**config.mk**
```make
export PLATFORM = sky130hd
export DESIGN_NAME = mem_access_stage_flat
export DESIGN_NICKNAME = d
export VERILOG_FILES = /design/src/rtl/dlx_pkg.sv /design/src/rtl/mem_access_stage_if.sv /design/src/rtl/mem_access_stage_dmem_handshake.sv /design/src/rtl/mem_access_stage.sv /design/src/flat_wrapper.sv
export SDC_FILE = /design/constraint.sdc
export NUM_CORES = 1
export LEC_CHECK = 0
export ABC_CLOCK_PERIOD_IN_PS = 1900
export CAP_MARGIN = 5
export CORE_ASPECT_RATIO = 1.75
export CORE_MARGIN = 2
export CORE_UTILIZATION = 40
export DETAILED_ROUTE_END_ITERATION = 10
export PLACE_DENSITY_LB_ADDON = 0.12
export SETUP_SLACK_MARGIN = 0.2
export SYNTH_ARGS = -nofsm -noshare
export SYNTH_HDL_FRONTEND = slang
export SYNTH_SLANG_ARGS = --single-unit
```
**constraint.sdc**
```tcl
create_clock -name clock4 -period 1.9 [get_ports clock4]
set_input_delay 0.38 -clock clock4 [delete_from_list [all_inputs] [get_ports clock4]]
set_output_delay 0.38 -clock clock4 [all_outputs]
set_load 0.02 [all_outputs]
```
**src/rtl/dlx_pkg.sv**
```systemverilog
// Shared DLX definitions: opcodes, function codes, bubble word, MEM-stage FSM encoding.
// Latency: n/a (constants and a pure decode helper).
// Backpressure: n/a.
package dlx_pkg;

    // Primary opcodes, inst[31:26]
    localparam logic [5:0] R_TYPE = 6'b000000;
    localparam logic [5:0] J      = 6'b000010;
    localparam logic [5:0] BEQZ   = 6'b000100;
    localparam logic [5:0] LW     = 6'b000101;
    localparam logic [5:0] BNEZ   = 6'b000110;
    localparam logic [5:0] SW     = 6'b001010;
    localparam logic [5:0] ADDI   = 6'b010000;

    // R-type function codes, inst[5:0]
    localparam logic [5:0] FN_ADD = 6'h20;
    localparam logic [5:0] FN_SUB = 6'h22;
    localparam logic [5:0] FN_AND = 6'h24;
    localparam logic [5:0] FN_OR  = 6'h25;

    // An all-zero instruction word is a pipeline bubble.
    localparam logic [31:0] BUBBLE = 32'h0;

    typedef enum logic {
        IDLE = 1'b0,
        BUSY = 1'b1
    } state_t;

    function automatic logic [5:0] opcode_of(input logic [31:0] inst);
        return inst[31:26];
    endfunction

endpackage

```
**src/rtl/mem_access_stage_if.sv**
```systemverilog
// Data-memory request/ack bundle between the MEM stage (master) and data memory (slave).
// Latency: n/a (wires only).
// Backpressure: req is held until a single-cycle ack; rdata is valid only with ack.
// Ports: dmem_req, dmem_we, dmem_addr, dmem_wdata (master->slave); dmem_ack, dmem_rdata (slave->master).
interface mem_access_stage_if #(
    parameter int ADDR_W = 16
);
    logic              dmem_req;
    logic              dmem_we;
    logic [ADDR_W-1:0] dmem_addr;
    logic [31:0]       dmem_wdata;
    logic              dmem_ack;
    logic [31:0]       dmem_rdata;

    modport master (
        output dmem_req, dmem_we, dmem_addr, dmem_wdata,
        input  dmem_ack, dmem_rdata
    );

    modport slave (
        input  dmem_req, dmem_we, dmem_addr, dmem_wdata,
        output dmem_ack, dmem_rdata
    );
endinterface

```
**src/rtl/mem_access_stage_dmem_handshake.sv**
```systemverilog
// Request/ack FSM for data memory, with an optional BUSY timeout (macro MEM_ACCESS_TIMEOUT_EN).
// Latency: req rises the edge after start; done is combinational on the edge that ack (or timeout) is seen.
// Backpressure: busy stays high from launch until ack/timeout; start is ignored while busy.
// Ports: clk/rst_n, start + start_we/addr/wdata (launch), dmem (master modport), busy, done, timed_out.
module dmem_handshake
    import dlx_pkg::*;
#(
    parameter int ADDR_W  = 16,
    parameter int TIMEOUT = 64
) (
    input  logic              clk,
    input  logic              rst_n,
    input  logic              start,
    input  logic              start_we,
    input  logic [ADDR_W-1:0] start_addr,
    input  logic [31:0]       start_wdata,
    mem_access_stage_if.master dmem,
    output logic              busy,
    output logic              done,
    output logic              timed_out
);

    state_t            state, state_nxt;
    logic              we_q;
    logic [ADDR_W-1:0] addr_q;
    logic [31:0]       wdata_q;

    always_ff @(posedge clk or negedge rst_n) begin
        if (!rst_n) begin
            state <= IDLE;
        end else begin
            state <= state_nxt;
        end
    end

    always_comb begin
        state_nxt = state;
        done      = 1'b0;
        case (state)
            IDLE: begin
                if (start) begin
                    state_nxt = BUSY;
                end
            end
            BUSY: begin
                if (dmem.dmem_ack || timed_out) begin
                    state_nxt = IDLE;
                    done      = 1'b1;
                end
            end
            default: state_nxt = IDLE;
        endcase
    end

    // Request attributes are captured once at launch and held for the whole access.
    always_ff @(posedge clk or negedge rst_n) begin
        if (!rst_n) begin
            we_q    <= 1'b0;
            addr_q  <= '0;
            wdata_q <= '0;
        end else if (state == IDLE && start) begin
            we_q   <= start_we;
            addr_q <= start_addr;
            if (start_we) begin
                wdata_q <= start_wdata;
            end
        end
    end

`ifdef MEM_ACCESS_TIMEOUT_EN
    localparam int CNT_W = $clog2(TIMEOUT + 1);
    logic [CNT_W-1:0] busy_cnt;

    // Held at zero in IDLE so every access starts counting from zero.
    always_ff @(posedge clk or negedge rst_n) begin
        if (!rst_n) begin
            busy_cnt <= '0;
        end else if (state == IDLE) begin
            busy_cnt <= '0;
        end else begin
            busy_cnt <= busy_cnt + 1'b1;
        end
    end

    // Fires on the TIMEOUT-th BUSY edge; a coincident ack takes precedence.
    assign timed_out = (state == BUSY) && !dmem.dmem_ack
                       && (busy_cnt == CNT_W'(TIMEOUT - 1));
`else
    logic [31:0] unused_timeout;
    assign unused_timeout = TIMEOUT;
    assign timed_out      = 1'b0;
`endif

    assign busy            = (state == BUSY);
    assign dmem.dmem_req   = (state == BUSY);
    assign dmem.dmem_we    = we_q;
    assign dmem.dmem_addr  = addr_q;
    assign dmem.dmem_wdata = wdata_q;

endmodule

```
**src/rtl/mem_access_stage.sv**
```systemverilog
// DLX MEM stage: decodes LW/SW, runs the data-memory handshake, registers results for WB.
// Latency: non-memory ops retire 1 cycle after sampling; memory ops retire the edge after ack (min 2 edges).
// Backpressure: stall4 is high while an access is pending; inputs are not sampled then.
// Ports: clock4/reset4, EX inputs (alu_in4, bin4, inst_in4, mem_en4), dmem (master modport),
//        stall4, WB outputs (valid4, alu_out4, lmd_out4, inst_out4), err4.
// Optional: MEM_ACCESS_TIMEOUT_EN enables the BUSY timeout abort; otherwise err4 is always 0.
module mem_access_stage
    import dlx_pkg::*;
#(
    parameter int ADDR_W  = 16,
    parameter int TIMEOUT = 64
) (
    input  logic        clock4,
    input  logic        reset4,
    input  logic [31:0] alu_in4,
    input  logic [31:0] bin4,
    input  logic [31:0] inst_in4,
    input  logic        mem_en4,
    mem_access_stage_if.master dmem,
    output logic        stall4,
    output logic        valid4,
    output logic [31:0] alu_out4,
    output logic [31:0] lmd_out4,
    output logic [31:0] inst_out4,
    output logic        err4
);

    logic [5:0] opcode;
    logic       is_lw;
    logic       is_sw;
    logic       launch;
    logic       busy;
    logic       done;
    logic       timed_out;

    assign opcode = opcode_of(inst_in4);
    assign is_lw  = (opcode == LW);
    assign is_sw  = (opcode == SW);
    // LW/SW with mem_en4 low are plain pass-throughs.
    assign launch = !busy && mem_en4 && (is_lw || is_sw);

    dmem_handshake #(
        .ADDR_W  (ADDR_W),
        .TIMEOUT (TIMEOUT)
    ) u_handshake (
        .clk         (clock4),
        .rst_n       (reset4),
        .start       (launch),
        .start_we    (is_sw),
        .start_addr  (alu_in4[ADDR_W-1:0]),
        .start_wdata (bin4),
        .dmem        (dmem),
        .busy        (busy),
        .done        (done),
        .timed_out   (timed_out)
    );

    assign stall4 = busy;

    always_ff @(posedge clock4 or negedge reset4) begin
        if (!reset4) begin
            valid4    <= 1'b0;
            alu_out4  <= '0;
            lmd_out4  <= '0;
            inst_out4 <= '0;
            err4      <= 1'b0;
        end else if (!busy) begin
            inst_out4 <= inst_in4;
            alu_out4  <= alu_in4;
            valid4    <= !launch && (inst_in4 != BUBBLE);
            err4      <= 1'b0;
        end else begin
            // inst/alu stay frozen on the in-flight instruction until it retires.
            valid4 <= done;
            err4   <= timed_out;
            if (done && !dmem.dmem_we) begin
                lmd_out4 <= timed_out ? 32'h0 : dmem.dmem_rdata;
            end
        end
    end

endmodule

```
**src/flat_wrapper.sv**
```systemverilog
// flat-port wrapper written by rule: the top's interface ports become plain ports
module mem_access_stage_flat import dlx_pkg::*;
#(
    parameter int ADDR_W  = 16,
    parameter int TIMEOUT = 64
)
  (clock4, reset4, alu_in4, bin4, inst_in4, mem_en4, stall4, valid4, alu_out4, lmd_out4, inst_out4, err4, dmem_dmem_req, dmem_dmem_we, dmem_dmem_addr, dmem_dmem_wdata, dmem_dmem_ack, dmem_dmem_rdata);
  mem_access_stage_if #(.ADDR_W(ADDR_W)) dmem_i ();
  input  logic clock4;
  input  logic reset4;
  input  logic [31:0] alu_in4;
  input  logic [31:0] bin4;
  input  logic [31:0] inst_in4;
  input  logic mem_en4;
  output logic stall4;
  output logic valid4;
  output logic [31:0] alu_out4;
  output logic [31:0] lmd_out4;
  output logic [31:0] inst_out4;
  output logic err4;
  output wire logic [$bits(dmem_i.dmem_req)-1:0] dmem_dmem_req;
  output wire logic [$bits(dmem_i.dmem_we)-1:0] dmem_dmem_we;
  output wire logic [$bits(dmem_i.dmem_addr)-1:0] dmem_dmem_addr;
  output wire logic [$bits(dmem_i.dmem_wdata)-1:0] dmem_dmem_wdata;
  input wire logic [$bits(dmem_i.dmem_ack)-1:0] dmem_dmem_ack;
  input wire logic [$bits(dmem_i.dmem_rdata)-1:0] dmem_dmem_rdata;
  assign dmem_dmem_req = dmem_i.dmem_req;
  assign dmem_dmem_we = dmem_i.dmem_we;
  assign dmem_dmem_addr = dmem_i.dmem_addr;
  assign dmem_dmem_wdata = dmem_i.dmem_wdata;
  assign dmem_i.dmem_ack = dmem_dmem_ack;
  assign dmem_i.dmem_rdata = dmem_dmem_rdata;
  mem_access_stage #(.ADDR_W(ADDR_W), .TIMEOUT(TIMEOUT)) u_core (.clock4(clock4), .reset4(reset4), .alu_in4(alu_in4), .bin4(bin4), .inst_in4(inst_in4), .mem_en4(mem_en4), .dmem(dmem_i), .stall4(stall4), .valid4(valid4), .alu_out4(alu_out4), .lmd_out4(lmd_out4), .inst_out4(inst_out4), .err4(err4));
endmodule
```
==> run_results.csv, run 1 <==
group,metric,value,unit
route,dr.pass1.iters,4,
final_layout,syn2layout_area_growth,62.68,%
run,cap_violations,0,
worst_setup_path,endpoint_kind,"flop",
pwr,p_switching,2.361,mW
worst_setup_path,path_max_fanout,18,
worst_setup_path,critPathKind,"primary input to flop",
place,portBuffers,279,
sta,worst_slack,0.2696,ns
clock_network,cts_tree,"done",
clock_network,clock_latency,0.41,ns
synthesis,ys.flop_type,"dfrtp_1",
die,dieArea,15080,um^2
synthesis,synth_edf_count,0,
clock_network,cts_root_buffer,"clkbuf_16",
clock_network,numCtsBuffers,17,
pwr,internal_power,6.243,mW
synthesis,synth_seq_cells,147,
sta,finalHoldViolCount,0,
clock_network,clock_sinks,147,
synthesis,syn_nets,468,
route,drc,0,
route,drt_iter0_drc,68,
global_route,grt_antenna_before_repair,0,
die,coreArea,13840,um^2
pwr,power_density,939.5,nW/um^2
final_layout,final_common_cell,"dlygate4sd2_1",
synthesis,synthCells,336,
hold_path,hold_path_class,"primary input to async pin",
route,via_count,3970,
pwr,combPwrFrac,20.2,%
route,routed_wl,14.85,mm
die,rows,57,
route,wl_per_cell,17.93,um
clock_network,cts_max_level,4,
final_layout,n_antenna_cell,0,
route,postRouteAntennaNets,0,
place,dp_slack,-0.1750,ns
pwr,switching_share,27.45,%
pwr,irDropWorstVdd,700.1,uV
die,ios,281,
synthesis,syn_area_per_cell,16.75,um^2
sta,finalSetupTns,0,ns
synthesis,synth_cell_types,26,
place,gp_congestion,0.7647,
sta,timing.fmax,613.4,MHz
worst_setup_path,critPathRequiredTime,2.20,ns
pwr,power_frac_clock,37.6,%
worst_setup_path,cp.arrival,1.93,ns
sta,finalCritPeriodShare,85.81,%
worst_setup_path,start_kind,"primary input",
synthesis,yosysTopAreaCell,"dfrtp_1",
pwr,power_frac_seq,42.3,%
synthesis,synth_area_leaders,"dfrtp_1 65%, mux2_2 27%, mux2_4 1.9%",
synthesis,synth_area,5629,um^2
sta,rsz0062_at_grt,"no",
sta,fin_crit,1.630,ns
sta,worst_clock_skew,0.01141,ns
die,die_y,160.9,um
die,start_util,40.69,%
global_route,grt_overflow,0,
route,viasPerCell,4.795,
final_layout,nNetsFinal,770,
final_layout,drive_above_1_share,30.57,%
clock_network,cts_buffer_depth,2,
global_route,grt_pass1_vias,4401,
global_route,grt_max_degree,48,
global_route,grt_pass1_wl,22.91,mm
pwr,p_leak,4.418,nW
run_status,status,"completed",
synthesis,yosysTopAreaCellShare,65.35,%
synthesis,synth_warnings,0,
final_layout,mostFrequentLayoutCells,"147 x dlygate4sd2_1, 146 x dfrtp_1, 135 x mux2_2",
die,fp.dieW,93.68,um
final_layout,utilization,66.19,%
clock_network,clkTransAtPathRegs,0.06,ns
synthesis,async_flop_share,100.0,%
sta,finalSetupViolCount,0,
global_route,grt_usage,19.97,%
synthesis,yosysSeqAreaShare,65.35,%
sta,drv_slew,0,
place,dp_hpwl,11.41,mm
sta,whs,0.3921,ns
per-stage QoR:
stage / area (um^2) / cells / power (mW)
after global routing: 9158 / 828 / 8.956
after floorplan: 5630 / 336 / 4.496
after detailed placement: 8740 / 794 / 5.717
after global placement: 8740 / 794 / 5.664
final: 9158 / 828 / 8.604
after CTS: 9151 / 828 / 8.721
flip-flops by register name, indices dropped and copies added (netlist names):
register,cells
u_core.alu_out4,32
u_core.valid4,1
u_core.inst_out4,32
u_core.lmd_out4,32
u_core.u_handshake.dmem.dmem_wdata,32
u_core.u_handshake.dmem.dmem_addr,16
u_core.u_handshake.dmem.dmem_we,1
u_core.u_handshake.busy,1
layout make-up:
class / instances / area (um^2)
clock inverters: 12 / 121.4
flip-flops and latches: 147 / 3680
fillers: 1103 / 4678
inverters: 2 / 7.507
multi-input cells: 170 / 1832
repair buffers: 300 / 2839
clock buffers: 20 / 456.7
well taps: 177 / 221.5
worst max-delay path, cell delays in order:
cell and delay [ns]:
clkdlybuf4s50_1 0.55, and4bb_2 0.29, o21ai_4 0.17, buf_12 0.18
mux2_2 0.35
power groups by stage:
stage               clock, mW  combinational [mW]  sequential, mW
detailed placement          0                2.00            3.71
floorplan                   0               0.357            4.14
CTS                      3.32                1.76            3.64
finish                   3.23                1.73            3.64
global route             3.44                1.84            3.68
global placement            0                1.97            3.69
synthesized netlist by cell type (2+ instances only):
cell     number
buf_1         2
buf_2         8
buf_4         2
buf_6         4
dfrtp_1     147
inv_1         2
mux2_2      135
mux2_4        7
nand2_1       2
nand4_1       2
nor4_1        8
o21ai_0       3
kinds of logic (layout without fill, tap and decap cells):
group	after synthesis	after routing	share of synthesized area, %
mux	143	143	29.07
buf+inv	19	334	2.112
other cells	1	1	0.06662
flops	147	147	65.35
simple gates	19	19	2.401
compound gates	7	7	1.000
layer usage:
layer / GRT usage, % / part of all wire, %
met5: 0 / 0
met4: 8.630 / 2.8
met3: 6.707 / 7.7
met2: 37.05 / 56
met1: 19.66 / 33
worst paths after layout:
| kind | depth (start not counted) | start | slack [ns] | to |
|---|---|---|---|---|
| max in group asynchronous | 3 | reset4 | 0.95 | u_core.alu_out4[14] |
| max | 5 | inst_in4[26] | 0.27 | u_core.u_handshake.dmem.dmem_addr[6] |
| min | 2 | reset4 | 0.39 | u_core.lmd_out4[6] |
| max reg2reg | 6 | u_core.u_handshake.busy | 0.27 | u_core.u_handshake.dmem.dmem_wdata[15] |
| min in group clock4 | 2 | u_core.inst_out4[28] | 0.48 | u_core.inst_out4[28] |
| min reg2reg | 2 | u_core.inst_out4[28] | 0.48 | u_core.inst_out4[28] |
timing repair:
action,4_1_cts,5_1_grt
setup endpoints to repair,148,37
buffers inserted,1,0
hold buffers,1,0
resized for setup,147,2
endpoints found under the hold margin,23,0
Power figures use the tool's default switching activity.
==> run 2, diff against run 1 <==
--- a/constraint.sdc
+++ b/constraint.sdc
@@ -3,2 +3,2 @@
 set_output_delay 0.38 -clock clock4 [all_outputs]
-set_load 0.02 [all_outputs]
+set_load 0.005 [all_outputs]
==> run 2 against run 1 <==
Sequential share of layout area down 1.4 points. Non-clock buffer count grew 9. Wire length up 2.2%. First-iteration DRC count grew 53%.
==> run_results.csv, run 2 (synthesis gave the netlist of run 1 again) <==
group,metric,value,unit
worst_setup_path,path_max_fanout,25,
pwr,internal_power,6.242,mW
die,dieArea,15080,um^2
sta,fin_crit,1.681,ns
route,viasPerCell,4.816,
clock_network,cts_max_level,4,
global_route,grt_pass1_vias,4540,
final_layout,nNetsFinal,779,
run_status,status,"completed",
worst_setup_path,cp.arrival,1.97,ns
sta,rsz0062_at_grt,"yes",
worst_setup_path,start_kind,"flop",
clock_network,numCtsBuffers,17,
sta,drv_slew,0,
worst_setup_path,path_delay_family,"buffers and inverters",
pwr,combPwrFrac,18.6,%
final_layout,drive_above_1_share,31.21,%
place,portBuffers,279,
place,dp_hpwl,11.54,mm
sta,finalHoldViolCount,0,
clock_network,clock_sinks,147,
worst_setup_path,crit_top_cell,"buf_4",
global_route,grt_pass1_wl,23.45,mm
final_layout,filler_cell_count,1025,
sta,worst_slack,0.2193,ns
place,dpl.cell_count,798,
die,start_util,40.69,%
final_layout,syn2layout_area_growth,68.59,%
global_route,grt_overflow,0,
worst_setup_path,critPathKind,"flop to flop",
clock_network,clkTransAtPathRegs,0.06,ns
global_route,grt_antenna_before_repair,0,
die,rows,57,
worst_setup_path,worstReg2RegStart,"u_core.u_handshake.busy",
final_layout,final_common_cell,"clkdlybuf4s50_1",
clock_network,clock_latency,0.41,ns
route,via_count,4031,
pwr,power_frac_clock,36.8,%
clock_network,cts_buffer_depth,2,
final_layout,n_antenna_cell,0,
worst_setup_path,endpoint_kind,"flop",
die,die_y,160.9,um
route,wl_per_cell,18.12,um
sta,worst_clock_skew,0.01182,ns
worst_setup_path,critPathRequiredTime,2.19,ns
worst_setup_path,crit_chain,"buf_4 > nor4b_4 > buf_4 > nand2_2 > buf_12 > mux2_2",
pwr,p_leak,4.732,nW
route,dr.pass1.iters,3,
die,coreArea,13840,um^2
final_layout,mostFrequentLayoutCells,"211 x clkdlybuf4s50_1, 146 x dfrtp_1, 135 x mux2_2",
clock_network,cts_root_buffer,"clkbuf_16",
die,ios,281,
place,dp_slack,-0.1644,ns
route,routed_wl,15.17,mm
run,cap_violations,0,
route,drt_iter0_drc,104,
global_route,grt_usage,20.49,%
worst_setup_path,critical_path_buf_inv_count,3,
worst_setup_path,crit_path_start,"u_core.u_handshake.busy",
pwr,power_density,863.1,nW/um^2
clock_network,cts_tree,"done",
die,fp.dieW,93.68,um
worst_setup_path,crit_path_max_incr_delay,0.43,ns
route,postRouteAntennaNets,0,
global_route,grt_max_degree,45,
pwr,p_switching,1.949,mW
sta,finalCritPeriodShare,88.46,%
pwr,irDropWorstVdd,578.6,uV
sta,timing.fmax,595.0,MHz
pwr,power_frac_seq,44.6,%
worst_setup_path,cp_slowest_cell,"dfrtp_2",
place,gp_congestion,0.7800,
hold_path,hold_path_class,"primary input to async pin",
route,drc,0,
final_layout,fin_cells,837,
pwr,switching_share,23.79,%
sta,finalSetupViolCount,0,
run 2: cell types whose count changed in the layout (fill, tap and decap cells not counted), sizes merged:
| cell | before | now |
|---|---|---|
| bufinv | 1 | 0 |
| buf | 21 | 30 |
| dlygate4sd2 | 147 | 12 |
| dlymetal6s2s | 1 | 55 |
| clkdlybuf4s50 | 130 | 211 |
| clkinvlp | 4 | 5 |
run 2: final cells by class:
cell class / instances / area, um^2 / area share (%)
Tap cell: 177 / 221.5 / 2.334
Inverter: 2 / 7.507 / 0.07910
Timing Repair Buffer: 309 / 3214 / 33.87
Clock buffer: 20 / 436.7 / 4.601
Clock inverter: 12 / 98.84 / 1.042
Sequential cell: 147 / 3680 / 38.77
Multi-Input combinational cell: 170 / 1832 / 19.30
run 2: layer usage:
metal | up-vias | part of all wire [%] | track usage (%)
li1 | 1818 | - | -
met1 | 2001 | 34 | 20.71
met2 | 183 | 56 | 37.21
met3 | 29 | 7.9 | 6.801
met4 | 0 | 3.0 | 9.486
met5 | - | 0 | 0
run 2: power groups by stage:
stage | Combinational (mW) | Sequential (mW) | Clock (mW)
finish | 1.53 | 3.65 | 3.02
global route | 1.63 | 3.69 | 3.28
CTS | 1.58 | 3.66 | 3.12
detailed placement | 1.59 | 3.71 | 0
global placement | 1.56 | 3.69 | 0
floorplan | 0.357 | 3.73 | 0
run 2: what timing repair did:
| item | in CTS | in global routing |
|---|---|---|
| setup endpoints to repair | 12 | 67 |
| hold buffers | 1 | 0 |
| buffers inserted | 3 | 3 |
| hold endpoints to repair | 39 | 0 |
| pin swaps | 0 | 1 |
| gates resized for setup | 14 | 55 |
run 2: final timing paths:
check / endpoint / slack (ns) / depth (start not counted)
max: u_core.u_handshake.dmem.dmem_wdata[10] / 0.22 / 6
min: u_core.lmd_out4[3] / 0.46 / 2
max reg2reg: u_core.u_handshake.dmem.dmem_wdata[10] / 0.22 / 6
min reg2reg: u_core.u_handshake.dmem.dmem_wdata[19] / 0.50 / 1
max in group asynchronous: u_core.u_handshake.dmem.dmem_addr[2] / 0.80 / 3
min in group clock4: u_core.u_handshake.dmem.dmem_wdata[19] / 0.50 / 1
run 2: per-stage QoR:
stage,instance area (um^2),util [%],total power [mW],TNS (ns),hold WS (ns)
detailed placement,8770,63.38,5.302,-4.665,0.3399
global placement,8770,63.38,5.248,-3.793,0.3361
floorplan,5629,-,4.086,0,0.08441
CTS,9330,67.44,8.356,0,0.4662
finish,9490,68.59,8.191,0,0.4608
global route,9490,68.59,8.607,0,0.4855
==> patch: new RTL, config.mk and constraints of run 2 <==
The option `MEM_ACCESS_TIMEOUT_EN` is turned on by a define.
--- a/src/rtl/mem_access_stage_dmem_handshake.sv
+++ b/src/rtl/mem_access_stage_dmem_handshake.sv
@@ -2,6 +2,8 @@
 // Latency: req rises the edge after start; done is combinational on the edge that ack (or timeout) is seen.
 // Backpressure: busy stays high from launch until ack/timeout; start is ignored while busy.
 // Ports: clk/rst_n, start + start_we/addr/wdata (launch), dmem (master modport), busy, done, timed_out.
+`define MEM_ACCESS_TIMEOUT_EN
+
 module dmem_handshake
     import dlx_pkg::*;
 #(
Behaviour: no difference found for any inputs over 4 cycles, from zero or initial values and one cycle with reset4 low; that may be too few to reach the edited logic, so the function may still have changed.
==> patch against run 2 <==
Routed wire length rose by 5.5%; final cell count rose by 3.5%; sequential share of layout area rose by 1.0 points; setup slack improved by 0.0073 ns; power rose by 11%; synthesized area rose by 3.7%; sequential cell count rose by 8; design area rose by 2.7%; critical path depth fell by 5; first-iteration DRC count rose by 2.9%; critical path type is now flip-flop to primary output; largest cell class unchanged; largest power group unchanged.
==> patch: results (changes against run 2) <==
metric	value	unit	change
dp_slack	-0.1570	ns	+0.007397 ns
worstHoldPathType	flip-flop to flip-flop		
gp_congestion	0.8324		+6.7%
routedWlPerCell	18.47	um	+1.9%
crit_arrival	1.29	ns	-0.68 ns
avgSynthCellArea	15.91	um^2	-5.0%
fmax	597.6	MHz	+0.44%
grt_pass1_vias	4615		+1.7%
wl	15990	um	+5.5%
first_iter_violations	107		+2.9%
drive_gt1_share	25.95	%	-5.3 points
ir_drop	0.0006079	V	+5.1%
rrSetupSlack	0.28	ns	+0.06 ns
whs	0.4550	ns	-0.005710 ns
synthTopCellsByCount	dfrtp_1 (155), mux2_2 (112), a22o_1 (32)		
yosysSeqAreaShare	66.42	%	+1.1 points
layout.nets	806		+3.5%
synth_area_leaders	dfrtp_1 (66%), mux2_2 (22%), a22o_1 (4.8%)		
run_status	finished clean		
grt_max_degree	51		+13%
dp.cells	830		+4.0%
crit_path_start	u_core.inst_out4[26]$_DFFE_PN0N_		
critPathMaxFanout	2		-92%
via_per_inst	4.961		+3.0%
slowest_stage	clkdlybuf4s50_1		
place_area	0.009001	mm^2	+2.6%
max_stage_delay	0.54	ns	+0.11 ns
-- patch: power breakdown --
part	internal, mW	leakage [nW]	switching [mW]
clock network	1.87	0.267	1.42
registers	3.75	1.92	0.231
logic	1.24	2.68	0.550
-- patch: layout make-up --
type,instances,area [um^2]
Sequential cell,155,3881
Clock inverter,13,133.9
Timing Repair Buffer,306,3188
Inverter,2,7.507
Clock buffer,19,442.9
Fill cell,1079,4547
Tap cell,180,225.2
Multi-Input combinational cell,191,1871
-- patch: per-layer routing --
metal	wire (um)	vias to the layer above	track usage, %
li1	-	1953	-
met1	5331	2120	21.30
met2	8774	186	35.98
met3	1283	37	6.560
met4	604	0	10.08
met5	0	-	0
-- patch: cells by family after synthesis --
logic type / Yosys count / share of synthesized area (%)
flops: 155 / 66.42
xor+xnor: 3 / 0.4501
buf+inv: 21 / 1.885
compound gates: 42 / 5.807
simple gates: 33 / 3.621
fa+ha+maj: 1 / 0.2142
mux: 112 / 21.60
-- patch: repair_timing --
action / CTS / global route
pin swaps: 0 / 1
setup endpoints to repair: 51 / 90
setup buffers: 1 / 2
cloned: 0 / 0
hold endpoints to repair: 46 / 0
hold buffers: 1 / 0
resized for setup: 21 / 58
-- patch: worst paths after layout --
check,endpoint,cells after the start
worst max-delay path,inst_out4[26],1
worst min-delay path,u_core.u_handshake.busy_cnt[0]$_DFF_PN0_,1
worst max register to register,u_core.u_handshake.dmem.dmem_wdata[29]$_DFFE_PN0P_,5
worst min register to register,u_core.u_handshake.busy_cnt[0]$_DFF_PN0_,1
max in group asynchronous,u_core.u_handshake.dmem.dmem_wdata[20]$_DFFE_PN0P_,3
min in group asynchronous,u_core.alu_out4[4]$_DFFE_PN0N_,2
